$ cat config.mk
export PLATFORM = sky130hd
export DESIGN_NAME = fpu_divider_seq
export DESIGN_NICKNAME = d
export VERILOG_FILES = /design/src/rtl/fpu_pkg.sv /design/src/rtl/restoring_div_core.sv /design/src/rtl/fpu_divider_seq.sv
export SDC_FILE = /design/constraint.sdc
export NUM_CORES = 1
export LEC_CHECK = 0
export BUFFER_PORTS_ARGS = -buffer_cell sky130_fd_sc_hd__buf_2
export CORE_UTILIZATION = 50
export DETAILED_ROUTE_END_ITERATION = 8
export GPL_TIMING_DRIVEN = 0
export PLACE_DENSITY_LB_ADDON = 0.1
export SLEW_MARGIN = 20
export SYNTH_ARGS = -nofsm -noshare
export SYNTH_HDL_FRONTEND = slang
export SYNTH_SLANG_ARGS = --single-unit
export TNS_END_PERCENT = 1
$ cat constraint.sdc
create_clock -name clk -period 10.9 [get_ports clk]
set_clock_uncertainty 0.2 [all_clocks]
set_input_delay 2.18 -clock clk [delete_from_list [all_inputs] [get_ports clk]]
set_output_delay 2.18 -clock clk [all_outputs]
set_load 0.02 [all_outputs]
$ cat src/rtl/fpu_pkg.sv
// Shared constants, types and operand classification for the FP32 datapath.
package fpu_pkg;

  localparam int D_WIDTH = 32;
  localparam int E_WIDTH = 8;
  localparam int M_WIDTH = 23;
  localparam int BIAS    = 127;

  localparam logic [D_WIDTH-1:0] QNAN    = 32'h7FC0_0000;
  localparam logic [D_WIDTH-1:0] POS_INF = 32'h7F80_0000;

  localparam int FLAG_INVALID = 3;
  localparam int FLAG_DIV0    = 2;
  localparam int FLAG_OVF     = 1;
  localparam int FLAG_UNF     = 0;

  typedef enum logic [1:0] {
    ST_IDLE,
    ST_DIVIDE,
    ST_NORM,
    ST_DONE
  } state_e;

  typedef enum logic [1:0] {
    CL_ZERO,
    CL_NORMAL,
    CL_INF,
    CL_NAN
  } fp_class_e;

  typedef struct packed {
    logic               sign;
    logic [E_WIDTH-1:0] exp;
    logic [M_WIDTH-1:0] man;
  } fp32_t;

  // A zero exponent is treated as zero, so denormals flush here.
  function automatic fp_class_e classify(input fp32_t x);
    if (x.exp == '0)
      return CL_ZERO;
    else if (x.exp == '1)
      return (x.man == '0) ? CL_INF : CL_NAN;
    else
      return CL_NORMAL;
  endfunction

endpackage

$ cat src/rtl/restoring_div_core.sv
// Restoring unsigned divider: one quotient bit per clock, Q = floor(a * 2^(W) / b).
module restoring_div_core
  import fpu_pkg::*;
#(
  parameter int W = M_WIDTH + 1
) (
  input  logic         clk,
  input  logic         rst_n,
  input  logic         start_i,
  input  logic [W-1:0] a_i,
  input  logic [W-1:0] b_i,
  output logic         busy_o,
  output logic         done_o,
  output logic [W:0]   quo_o
);

  localparam int CW = $clog2(W + 1);

  logic [W:0]    rem_q, rem_d;
  logic [W-1:0]  div_q;
  logic [W:0]    quo_q, quo_d;
  logic [CW-1:0] cnt_q;
  logic          busy_q;
  logic          ge;
  logic [W:0]    diff;

  always_comb begin
    ge    = (rem_q >= {1'b0, div_q});
    diff  = ge ? (rem_q - {1'b0, div_q}) : rem_q;
    // diff < divisor < 2^W, so dropping its top bit before the shift is lossless.
    rem_d = {diff[W-1:0], 1'b0};
    quo_d = {quo_q[W-1:0], ge};
  end

  always_ff @(posedge clk or negedge rst_n) begin
    if (!rst_n) begin
      rem_q  <= '0;
      div_q  <= '0;
      quo_q  <= '0;
      cnt_q  <= '0;
      busy_q <= 1'b0;
    end else if (start_i) begin
      rem_q  <= {1'b0, a_i};
      div_q  <= b_i;
      quo_q  <= '0;
      cnt_q  <= CW'(W);
      busy_q <= 1'b1;
    end else if (busy_q) begin
      rem_q <= rem_d;
      quo_q <= quo_d;
      if (cnt_q == '0)
        busy_q <= 1'b0;
      else
        cnt_q <= cnt_q - 1'b1;
    end
  end

  // High during the cycle whose closing edge performs the final step.
  assign done_o = busy_q && (cnt_q == '0);
  assign busy_o = busy_q;
  assign quo_o  = quo_q;

endmodule

$ cat src/rtl/fpu_divider_seq.sv
// Iterative FP32 divider with truncating rounding and valid/ready handshakes.
module fpu_divider_seq
  import fpu_pkg::*;
(
  input  logic               clk,
  input  logic               rst_n,
  input  logic               in_valid,
  output logic               in_ready,
  input  logic [D_WIDTH-1:0] floating1_in,
  input  logic [D_WIDTH-1:0] floating2_in,
  output logic               out_valid,
  input  logic               out_ready,
  output logic [D_WIDTH-1:0] floating_division_out,
  output logic [3:0]         flags
);

  state_e               state_q;
  logic                 in_ready_q, out_valid_q;
  logic [D_WIDTH-1:0]   result_q;
  logic [3:0]           flags_q;
  logic                 sign_q;
  logic [E_WIDTH-1:0]   e1_q, e2_q;

  fp32_t                f1, f2;
  fp_class_e            c1, c2;
  logic                 sign_in, accept, is_special, core_start;
  logic [D_WIDTH-1:0]   spec_res;
  logic [3:0]           spec_flags;

  logic                 core_busy, core_done;
  logic [M_WIDTH+1:0]   quo;
  logic                 adj;
  logic [M_WIDTH-1:0]   mant;
  logic signed [9:0]    e_norm;
  logic [D_WIDTH-1:0]   norm_res;
  logic [3:0]           norm_flags;

  assign f1      = fp32_t'(floating1_in);
  assign f2      = fp32_t'(floating2_in);
  assign c1      = classify(f1);
  assign c2      = classify(f2);
  assign sign_in = f1.sign ^ f2.sign;
  assign accept  = in_ready_q && in_valid;

  always_comb begin
    is_special = 1'b1;
    spec_res   = '0;
    spec_flags = '0;
    if (c1 == CL_NAN || c2 == CL_NAN || (c1 == CL_ZERO && c2 == CL_ZERO) ||
        (c1 == CL_INF && c2 == CL_INF)) begin
      spec_res                 = QNAN;
      spec_flags[FLAG_INVALID] = 1'b1;
    end else if (c1 == CL_NORMAL && c2 == CL_ZERO) begin
      spec_res              = {sign_in, POS_INF[D_WIDTH-2:0]};
      spec_flags[FLAG_DIV0] = 1'b1;
    end else if (c1 == CL_INF) begin
      spec_res = {sign_in, POS_INF[D_WIDTH-2:0]};
    end else if (c2 == CL_INF || c1 == CL_ZERO) begin
      spec_res = {sign_in, {(D_WIDTH-1){1'b0}}};
    end else begin
      is_special = 1'b0;
    end
  end

  assign core_start = accept && !is_special;

  restoring_div_core #(.W(M_WIDTH + 1)) u_core (
    .clk     (clk),
    .rst_n   (rst_n),
    .start_i (core_start),
    .a_i     ({1'b1, f1.man}),
    .b_i     ({1'b1, f2.man}),
    .busy_o  (core_busy),
    .done_o  (core_done),
    .quo_o   (quo)
  );

  // Quotient of two [1,2) mantissas lies in (0.5,2); a clear top bit costs one exponent.
  always_comb begin
    adj        = ~quo[M_WIDTH+1];
    mant       = quo[M_WIDTH+1] ? quo[M_WIDTH:1] : quo[M_WIDTH-1:0];
    e_norm     = $signed({2'b00, e1_q}) - $signed({2'b00, e2_q}) + 10'sd127
                 - $signed({9'd0, adj});
    norm_flags = '0;
    if (e_norm >= 10'sd255) begin
      norm_res             = {sign_q, POS_INF[D_WIDTH-2:0]};
      norm_flags[FLAG_OVF] = 1'b1;
    end else if (e_norm <= 10'sd0) begin
      norm_res             = {sign_q, {(D_WIDTH-1){1'b0}}};
      norm_flags[FLAG_UNF] = 1'b1;
    end else begin
      norm_res = {sign_q, e_norm[E_WIDTH-1:0], mant};
    end
  end

  always_ff @(posedge clk or negedge rst_n) begin
    if (!rst_n) begin
      state_q     <= ST_IDLE;
      in_ready_q  <= 1'b1;
      out_valid_q <= 1'b0;
      result_q    <= '0;
      flags_q     <= '0;
      sign_q      <= 1'b0;
      e1_q        <= '0;
      e2_q        <= '0;
    end else begin
      case (state_q)
        ST_IDLE: begin
          if (accept) begin
            in_ready_q <= 1'b0;
            sign_q     <= sign_in;
            e1_q       <= f1.exp;
            e2_q       <= f2.exp;
            if (is_special) begin
              result_q    <= spec_res;
              flags_q     <= spec_flags;
              out_valid_q <= 1'b1;
              state_q     <= ST_DONE;
            end else begin
              state_q <= ST_DIVIDE;
            end
          end
        end
        ST_DIVIDE: begin
          if (core_done || !core_busy)
            state_q <= ST_NORM;
        end
        ST_NORM: begin
          result_q    <= norm_res;
          flags_q     <= norm_flags;
          out_valid_q <= 1'b1;
          state_q     <= ST_DONE;
        end
        ST_DONE: begin
          if (out_ready) begin
            out_valid_q <= 1'b0;
            in_ready_q  <= 1'b1;
            state_q     <= ST_IDLE;
          end
        end
        default: state_q <= ST_IDLE;
      endcase
    end
  end

  assign in_ready              = in_ready_q;
  assign out_valid             = out_valid_q;
  assign floating_division_out = result_q;
  assign flags                 = flags_q;

endmodule

### Yosys cells after proc, flatten, opt, wreduce, memory -nomap -nowiden

Index checks and enable logic that the tools add are counted.

| cells by class | value |
|---|---|
| $add $sub $neg | 5 |
| $lt $le $gt $ge | 3 |
| equal/unequal tests | 15 |
| muxes and demuxes | 52 |
| bitwise logic cells | 2 |
| reductions and logical operators | 31 |

Operator list:

| cell | count |
|---|---|
| two-way mux 32 bit | 6 |
| two-way mux 25 bit | 4 |
| case mux 32 bit (2 select lines) | 1 |
| two-way mux 31 bit | 2 |
| zero test 23 bit | 2 |
| greater-or-equal comparator 25 x 24 -> 1 bit | 1 |
| two-way mux 24 bit | 1 |
| subtractor 24 bit | 1 |
| two-way mux 23 bit | 1 |
| two-way mux 1 bit | 20 |
| equality test 8 bit (second input constant) | 2 |
| zero test 8 bit | 2 |
| two-way mux 2 bit | 8 |
| two-way mux 5 bit | 3 |
| equality test 2 bit (second input constant) | 6 |
| adder 9 x 8 -> 10 bit (second input constant) | 1 |
| greater-or-equal comparator 10 x 9 -> 1 bit (second input constant) | 1 |
| <= comparator 10 x 1 -> 1 bit (second input constant) | 1 |
| != test 2 bit (second input constant) | 5 |
| subtractor 10 x 2 -> 10 bit | 1 |
| AND reduction 3 bit | 3 |
| subtractor 8 x 8 -> 9 bit | 1 |
| two-way mux 4 bit | 2 |
| case mux 2 bit (4 select lines) | 1 |
| other kinds (16) | 32 |

| storage, ports and cells | value |
|---|---|
| bits in registers | 137 |
| input port bits | 68 |
| output and inout bits | 38 |
| word-level logic and storage cells | 121 |

### Logic depth before layout (Yosys ltp)

Gate-level depths: netlist of run 1.

| logic depth | value |
|---|---|
| depth in word-level cells | 14 |
| depth in mapped cells | 19 |
| mapped depth without buffers | 18 |

### By module

Synthesis of run 1 repeated with hierarchy kept, for this count alone.

| second synthesis, totals | value |
|---|---|
| cell total of the unflattened synthesis | 961 |
| area, all modules | 9004.9 um^2 |

Modules (own cells, without submodules):

| module | times used | cells each | area each (um^2) | sequential area each (um^2) |
|---|---|---|---|---|
| restoring_div_core | 1 | 538 | 4807.1 | 2001.9 |
| fpu_divider_seq | 1 | 423 | 4197.8 | 1427.6 |

### Worst setup path after synthesis of run 1

Ideal clock, no wire load.

| path | value |
|---|---|
| path kind | input -> register |
| from | input port floating1_in[27] |
| to | register result_q[12], in the netlist floating_division_out[12] |
| library setup time | 0.077 ns |
| arrival | 4.425 ns |
| data required time | 10.623 ns |
| setup slack | 6.198 ns |
| cell stages on the path | 9 |
| path buffers | 1 |
| cells stage by stage | or4_1 -> nor2_1 -> nor4b_1 -> or2_1 -> a21boi_0 -> nand2b_1 -> or4_4 -> buf_6 -> o21ai_1 |

| on the way | value |
|---|---|
| cells in the longest elaborated chain, start to end | 11 |
| elaborated cells on any way between the ends | 27 |
| classes of those cells | 5 x eq/ne; 12 x mux; 10 x reduce/logical |

Ends and longest elaborated chain:

| element | line | RTL |
|---|---|---|
| start: declaration | fpu_divider_seq.sv:9 | `input logic [D_WIDTH-1:0] floating1_in,` |
| equality test 8 bit | fpu_pkg.sv:41 | `else if (x.exp == '1)` |
| two-way mux 2 bit | fpu_pkg.sv:41 |  |
| two-way mux 2 bit (*) | fpu_pkg.sv:39 | `if (x.exp == '0)` |
| zero test 2 bit or equality test 2 bit (tied branches) | fpu_divider_seq.sv:49, fpu_divider_seq.sv:58 |  |
| logical OR 1 bit (tied with other cells) | fpu_divider_seq.sv:58 | `end else if (c2 == CL_INF \|\| c1 == CL_ZERO) begin` |
| two-way mux 1 bit or logical OR 1 bit (tied branches) | fpu_divider_seq.sv:58, fpu_divider_seq.sv:49 |  |
| two-way mux 1 bit or logical OR 1 bit (tied branches) | fpu_divider_seq.sv:56, fpu_divider_seq.sv:49 |  |
| two-way mux 1 bit or two-way mux 32 bit (tied branches) | fpu_divider_seq.sv:53, fpu_divider_seq.sv:49 |  |
| two-way mux 1 bit or two-way mux 32 bit (tied branches) | fpu_divider_seq.sv:49, fpu_divider_seq.sv:114 |  |
| != test 2 bit (no line) or two-way mux 32 bit (tied branches) | n/a |  |
| AND reduction 3 bit (no line) or case mux 32 bit (2 select lines) (tied branches) | n/a |  |
| end signal: assignment | fpu_divider_seq.sv:115 | `result_q <= spec_res;` |
| end signal: assignment | fpu_divider_seq.sv:129 | `result_q <= norm_res;` |
| end: declaration | fpu_divider_seq.sv:19 | `logic [D_WIDTH-1:0] result_q;` |

Mark *: on every way between the ends. The rest lies on a longest branch, timed or not. The select of a mux whose other input is x is not followed.
A chain may end at the register's enable or synchronous reset.

### Worst setup path after layout of run 1

| path | value |
|---|---|
| from | input port floating2_in[1] |
| to | register result_q[25], in the netlist floating_division_out[25] |

| on the way | value |
|---|---|
| cells in the longest elaborated chain, start to end | 12 |
| elaborated cells on any way between the ends | 25 |
| classes of those cells | 3 x eq/ne; 12 x mux; 10 x reduce/logical |

Ends and longest elaborated chain:

| element | line | RTL |
|---|---|---|
| start: declaration | fpu_divider_seq.sv:10 | `input logic [D_WIDTH-1:0] floating2_in,` |
| zero test 23 bit (*) | fpu_pkg.sv:42 | `return (x.man == '0) ? CL_INF : CL_NAN;` |
| two-way mux 1 bit (*) | fpu_pkg.sv:42 |  |
| two-way mux 2 bit (*) | fpu_pkg.sv:41 |  |
| two-way mux 2 bit (*) | fpu_pkg.sv:39 |  |
| equality test 2 bit (tied with other cells) | fpu_divider_seq.sv:50, fpu_divider_seq.sv:58 |  |
| logical OR 1 bit (tied with other cells) | fpu_divider_seq.sv:58 |  |
| two-way mux 1 bit or logical OR 1 bit (tied branches) | fpu_divider_seq.sv:58, fpu_divider_seq.sv:49 |  |
| two-way mux 1 bit or logical OR 1 bit (tied branches) | fpu_divider_seq.sv:56, fpu_divider_seq.sv:49 |  |
| two-way mux 1 bit or two-way mux 32 bit (tied branches) | fpu_divider_seq.sv:53, fpu_divider_seq.sv:49 |  |
| two-way mux 1 bit or two-way mux 32 bit (tied branches) | fpu_divider_seq.sv:49, fpu_divider_seq.sv:114 |  |
| != test 2 bit (no line) or two-way mux 32 bit (tied branches) | n/a |  |
| AND reduction 3 bit (no line) or case mux 32 bit (2 select lines) (tied branches) | n/a |  |

Marks and branches as above.

==> impl_results.md, run 1 <==
- RSZ-0062 raised after global routing: no
- Grt total ovfl: 0
- Worst-path clk slew: 0.06 ns
- Startpoint Class: primary input
- Peak supply drop: 0.105 mV
- Final ANT Viol Nets: 0
- Outcome: completed
- Async set-or-reset flop fraction in the synthesized netlist: 100%
- Initial Util: 51.3%
- CP Depth: 11
- Root Driver: clkbuf_16
- Core Rows: 46
- Mapped Area: 8180 um2
- Drc violations: 0
- Syn Area/Cell: 9.29 um2
- Antenna Cells: 0
- Cts hold-fix bufs: 0
- All-Layer GR Usage: 25.6%
- Warnings, synthesis: 0
- Hold WC Path Type: reg -> reg
- Setup TNS: 0 ns
- Cells resized by post-CTS repair: 0
- Die Height: 130 um
- Hold Vio Cnt, Final: 0
- Via density: 5.49
- Reg2reg end: floating_division_out[29]
- Min-delay src: u_core.div_q[23]
- Full die area: 16900 um2
- WP data arrival: 4.99 ns
- Non-Filler Instances: 1235
- Initial antenna violation count: 0
- Final Slew Violations: 0
- Vias in the first global route: 6632
- Detailed Place HPWL: 15000 um
- Post-DP Area: 9020 um2
- DRT Wirelength: 20100 um
- CORE AREA: 15900 um2
- First-pass GRT wire length: 33200 um
- Die X: 130 um
- Layout area overhead: 17.2%
- FF-to-FF Start: e1_q[0]
- Sequential element share of the synthesized area: 41.9%
- GP Congestion: 0.936
- WP data required: 11.01 ns
- Worst skew pair latency: 0.43 ns
- Lkg Pwr: 4.65 nW
- CP Cell Sequence: buf_2 > nor4_1 > nand4_1 > nor3_1 > nor2_1 > a221oi_1 > and3b_1 > nor3_1 > or2_1 > clkbuf_1 > a211o_1
- Pwr Total: 1.11 mW
- Largest net degree at the start of global routing: 81
- Actual slew at the worst max-slew pin: 1.04 ns
- Hold EP: u_core.div_q[23]
- CTS tree: built
- Reg2Reg Depth: 19
- Number of setup buffers added after CTS: 0
- Final core occ: 60.2%
- Post-synth net total: 996
- Placed Instances: 1203
- Final setup viols: 0
- Worst stage delay on the critical path: 0.55 ns
- Finished Cell Area: 9590 um2
- H-tree level count: 4
- Crit-path slowest cell: nor4_1
- Headroom to the max-slew limit: 29.7%
- CP endpoint kind: flip-flop
- Fmax: 205 MHz
- Via count: 6786
- DRT iter0 DRCs: 409
- Ports: 106
- Avg WL per Cell: 16.3 um
- Yosys reg bits: 137
- Min cycle time layout: 4.89 ns
- CP top delay family: simple AND/OR/NAND/NOR gates
- Port bufs: 105
- TritonCTS sink count: 137
- Worst path bufs/invs: 2
- Setup slack, reg-to-reg: 6.08 ns
- Deepest clock path buffer count: 2
- Share of post-route cells with drive strength above 1: 16.2%
- Ys flop type: dfrtp_1
- CP Launch Point: floating2_in[1]
- Max-cap violations: 0
- Count of different cell masters after synthesis: 66
- Ratio of final minimum period to clock period: 44.8%
- Mapped Cells: 881
- Hold path cells: 2
- Pwr Density: 116 nW/um2
- Final #Nets: 1121
- Critical path's most frequent cell: nor3_1
- CTS Buf Count: 17
- First-pass detailed-route iteration total: 5
- Crit Path Max Fanout: 7
- Crit Path Class: in -> reg
- Post-synth EDFFs: 0
## area by class of cell
class / count / area, um2
fill: 1496 / 6350
multi-input combinational: 646 / 4370
sequential: 137 / 3430
timing repair buffer: 106 / 563
clock buffer: 19 / 443
tap: 216 / 270
inverter: 61 / 229
buffer: 37 / 154
clock inverter: 13 / 135
## cell families (layout without fill, tap and decap cells)
group | Yosys count | after routing | synth area share, %
simple gates | 266 | 266 | 15.5
compound gates | 225 | 225 | 17.5
flops | 137 | 137 | 41.9
buf+inv | 98 | 236 | 4.68
mux | 70 | 70 | 8.81
fa+ha+maj | 48 | 48 | 7.60
xor+xnor | 37 | 37 | 3.96
## how the worst max path moves through the flow
stage | end | slack [ns]
floorplan | floating_division_out[12] | 6.20
CTS | floating_division_out[25] | 6.03
finish | floating_division_out[25] | 6.01
global route | floating_division_out[25] | 5.77
global placement | u_core.div_q[22] | 5.44
detailed placement | floating_division_out[25] | 5.59
## routing by layer
metal  vias to the layer above  routed length (um)  global-route usage, %
li1                       3387                   -                      -
met1                      3211                9350                   33.6
met2                       160                9640                   42.7
met3                        28                 821                   4.35
met4                         0                 297                   9.03
met5                         -                   0                      0
## through the flow
stage                     hold slack [ns]  setup WS [ns]
after floorplan                     0.218           6.20
after CTS                           0.247           6.03
after global placement              0.232           5.44
final                               0.246           6.01
after detailed placement            0.234           5.59
after global routing                0.281           5.77
## cell usage after synthesis, types with 3 or more instances
cell type	count	area [um2]
or4_1	6	45.0
a21oi_1	55	275
o211ai_1	3	22.5
a221o_1	6	60.1
buf_1	4	15.0
xnor2_1	27	236
clkbuf_1	31	116
nand3_1	10	50.1
nand2b_1	4	25.0
and2_1	3	18.8
nor3_1	20	100
a211oi_1	6	45.0
nor2b_1	4	25.0
o21bai_1	3	22.5
inv_1	61	229
dfrtp_1	136	3400
mux2i_1	54	541
or2_2	3	18.8
nor2_1	79	297
o31a_1	5	43.8
xor2_1	10	87.6
o211a_1	4	40.0
nor4_1	11	68.8
a21o_1	19	143
a211o_1	4	35.0
nand4_1	11	68.8
fa_1	3	60.1
o21ai_0	65	325
nor4b_1	4	35.0
mux2_2	16	180
nor3b_1	14	105
a21boi_0	3	22.5
o31ai_1	3	22.5
ha_1	44	551
nand2_1	86	323
o21a_1	5	37.5
o21ai_1	21	105
## registers in the layout, indices dropped and copies added, names as in the netlist
signal,flops
floating_division_out,32
u_core.quo_o,25
u_core.rem_q,25
u_core.div_q,24
e1_q,8
e2_q,8
u_core.cnt_q,5
flags,4
state_q,2
in_ready,1
out_valid,1
sign_q,1
u_core.busy_o,1
## report_power, final
part | internal, mW | total [mW] | switching (mW)
combinational | 0.0116 | 0.0318 | 0.0202
sequential | 0.509 | 0.509 | 0
clock | 0.327 | 0.568 | 0.241
total | 0.848 | 1.11 | 0.261
## tightest hold or removal path, delay by kind of cell (launching register included)
kind                   cells  cell delay, ns
and+or+nand+nor            1            0.05
buffers and inverters      1            0.05
DFF                        1            0.32
## placed cells by master (no fill, tap or decap), types with 20 or more instances in the layout
cell type	instances
a21oi_1	55
buf_2	104
clkbuf_1	32
dfrtp_1	136
ha_1	44
inv_1	61
mux2i_1	54
nand2_1	86
nor2_1	79
nor3_1	20
o21ai_0	65
o21ai_1	21
xnor2_1	27
(Power assumes the default switching activity.)
==> inputs of run 2 (changes only) <==
- ABC_AREA: not set -> 1
- clock period: 10.9 -> 3.97 ns (I/O delays scaled with it)
==> impl_results.md, run 2 <==
- Avg WL per Cell: 14.2 um (-12%)
- Grt total ovfl: 0 (unchanged)
- Via density: 5.25 (-4.5%)
- Min cycle time layout: 3.67 ns
- Crit-path slowest cell: fa_1
- First-pass detailed-route iteration total: 5 (unchanged)
- Max-cap violations: 0 (unchanged)
- Root Driver: clkbuf_16
- Layout fillers: 1576 (+5.3%)
- First-pass GRT wire length: 36200 um (+9.1%)
- Non-Filler Instances: 1493 (+21%)
- Vias in the first global route: 7616 (+15%)
- WP data arrival: 3.77 ns (-1.22 ns)
- CTS tree: built
- Final Slew Violations: 0 (unchanged)
- CP endpoint kind: flip-flop
- Drc violations: 0 (unchanged)
- Crit Path Class: reg -> reg
- Top cell type by total area after synthesis: dfrtp_1
- Post-synth net total: 1250 (+26%)
- Hold Vio Cnt, Final: 0 (unchanged)
- Async set-or-reset flop fraction in the synthesized netlist: 100% (unchanged)
- Worst skew pair latency: 0.44 ns (about the same)
- Syn Area/Cell: 7.61 um2 (-18%)
- CTS Buf Count: 17 (unchanged)
- Outcome: completed
- Worst-path clk slew: 0.07 ns (about the same)
- Post-synth EDFFs: 0 (unchanged)
- Mapped Cells: 1135 (+29%)
- Die X: 133 um (+2.7%)
- Warnings, synthesis: 0 (unchanged)
- Core Rows: 47 (+2.2%)
- Sequential element share of the synthesized area: 39.7% (-2.2 points)
- Final #Nets: 1375 (+23%)
- All-Layer GR Usage: 25.6% (about the same)
- WP data required: 4.07 ns (-6.94 ns)
- CORE AREA: 16700 um2 (+4.8%)
- Detailed Place HPWL: 16100 um (+7.3%)
- Reg2Reg Depth: 17 (-2)
- Initial antenna violation count: 0 (unchanged)
- Most common cell after layout, fill and taps aside: nand2_1
- Mapped Area: 8640 um2 (+5.6%)
- Largest net degree at the start of global routing: 94 (+16%)
- DRT iter0 DRCs: 497 (+22%)
- Hold WC Path Type: in -> async
- Deepest clock path buffer count: 2 (unchanged)
- Final setup viols: 0 (unchanged)
- Antenna Cells: 0 (unchanged)
- Synth cell count leaders: nand2_1, inv_1, dfrtp_1
- Placed Instances: 1461 (+21%)
- Fmax: 273 MHz
- Via count: 7838 (+16%)
- Crit Path Max Fanout: 8 (+1)
- Setup TNS: 0 ns (unchanged)
- Number of setup buffers added after CTS: 0 (unchanged)
- Initial Util: 51.7% (+0.40 points)
- Die Height: 133 um (+2.7%)
- Ratio of final minimum period to clock period: 92.4%
- Ys flop type: dfrtp_1
- CP Cell Sequence: inv_1 > ha_1 > inv_1 > fa_1 > nand3_2 > nand3_2 > a21oi_1 > o21bai_1 > xor2_1 > ha_1 > or2_2 > nand3_1 > nand2_1 > nor2_1 > clkinv_1 > nand3b_2 > nand4_1
- Top-area cell type share of the netlist area: 39.4% (-2.2 points)
- DRT Wirelength: 21300 um (+5.8%)
- Most instantiated library cell after synthesis: nand2_1
- Count of different cell masters after synthesis: 50 (-24%)
- Max reg flops: 32 (unchanged)
- Share of post-route cells with drive strength above 1: 16.1% (-0.089 points)
- Startpoint Class: flip-flop
- Area contributors post-synth: dfrtp_1, nand2_1, inv_1, ha_1, o21ai_0
- H-tree level count: 4 (unchanged)
- Ports: 106 (unchanged)
- Actual slew at the worst max-slew pin: 0.638 ns (-0.402 ns)
- GP Congestion: 0.914 (-2.3%)
- Worst stage delay on the critical path: 0.45 ns (-0.10 ns)
- Full die area: 17800 um2 (+5.5%)
- Final ANT Viol Nets: 0 (unchanged)
- Port bufs: 105 (unchanged)
- TritonCTS sink count: 137 (unchanged)
- Layout area overhead: 16.4%
- Headroom to the max-slew limit: 57.4% (+28 points)
- Yosys reg bits: 137 (unchanged)
- Most frequent cells in the layout: nand2_1, inv_1, dfrtp_1
run 2: cell count changes in the layout (fill, tap and decap cells not counted), moves of 30 or more:
| cell | delta |
|---|---|
| nand2_1 | +200 |
| inv_1 | +110 |
| nand3_1 | +42 |
| mux2i_1 | -54 |
| nand3_2 | +30 |
| o21ai_0 | +45 |
run 2: routing by layer:
metal  global-route usage, %  wire length, um
met1                    32.7             9640
met2                    43.3            10300
met3                    4.07              783
met4                    10.3              536
met5                       0                0
run 2: cell type report:
class / instances / area, um2 / area share, %
Buffer: 36 / 179 / 1.78
Clock buffer: 20 / 457 / 4.54
Clock inverter: 12 / 108 / 1.07
Inverter: 175 / 657 / 6.53
Multi-Input combinational cell: 787 / 4390 / 43.6
Sequential cell: 137 / 3430 / 34.1
Tap cell: 220 / 275 / 2.74
Timing Repair Buffer: 106 / 563 / 5.60
run 2: cell families after synthesis:
logic type | count (synthesis) | share of synthesized area [%]
DFF | 137 | 39.7
and+or+nand+nor | 496 | 26.5
xor gates and xnor gates | 28 | 2.84
AOI/OAI and AO/OA | 216 | 14.2
buffers and inverters | 211 | 9.67
adders and majority gates | 47 | 7.07
run 2: worst paths after layout:
check,startpoint,to,slack [ns]
setup reg to reg,e1_q[0],floating_division_out[28],0.30
setup / recovery,e1_q[0],floating_division_out[28],0.30
min in group clk,u_core.div_q[23],u_core.div_q[23],0.27
max in group asynchronous,rst_n,floating_division_out[1],2.75
hold / removal,rst_n,u_core.div_q[3],0.04
hold reg to reg,u_core.div_q[23],u_core.div_q[23],0.27
run 2: timing repair:
| action | in CTS | in global routing |
|---|---|---|
| resized for setup | 0 | 2 |
| hold buffers | 0 | 0 |
| endpoints found under the setup margin | 0 | 20 |
run 2: worst max-delay path: cells and delay by family, from the launching register on:
kind,cells,cell delay [ns]
DFF,1,0.36
xor gates and xnor gates,1,0.16
buffers and inverters,3,0.38
AOI/OAI and AO/OA,2,0.23
adders and majority gates,3,0.94
and+or+nand+nor,8,1.25
run 2: stage by stage:
stage	hold slack [ns]	setup WS [ns]	utilization (%)	cell area, um2
after global placement	0.240	-0.0832	56.5	9440
final	0.0419	0.303	60.2	10100
after global routing	0.0663	-0.00467	60.2	10100
after detailed placement	0.264	-0.0671	56.8	9480
after CTS	0.0504	0.200	60.1	10000
after floorplan	0.226	0.633	-	8640
Power of run 2 is not shown: default switching activity piles up to over one toggle a cycle in this logic, so the estimate is an artifact.
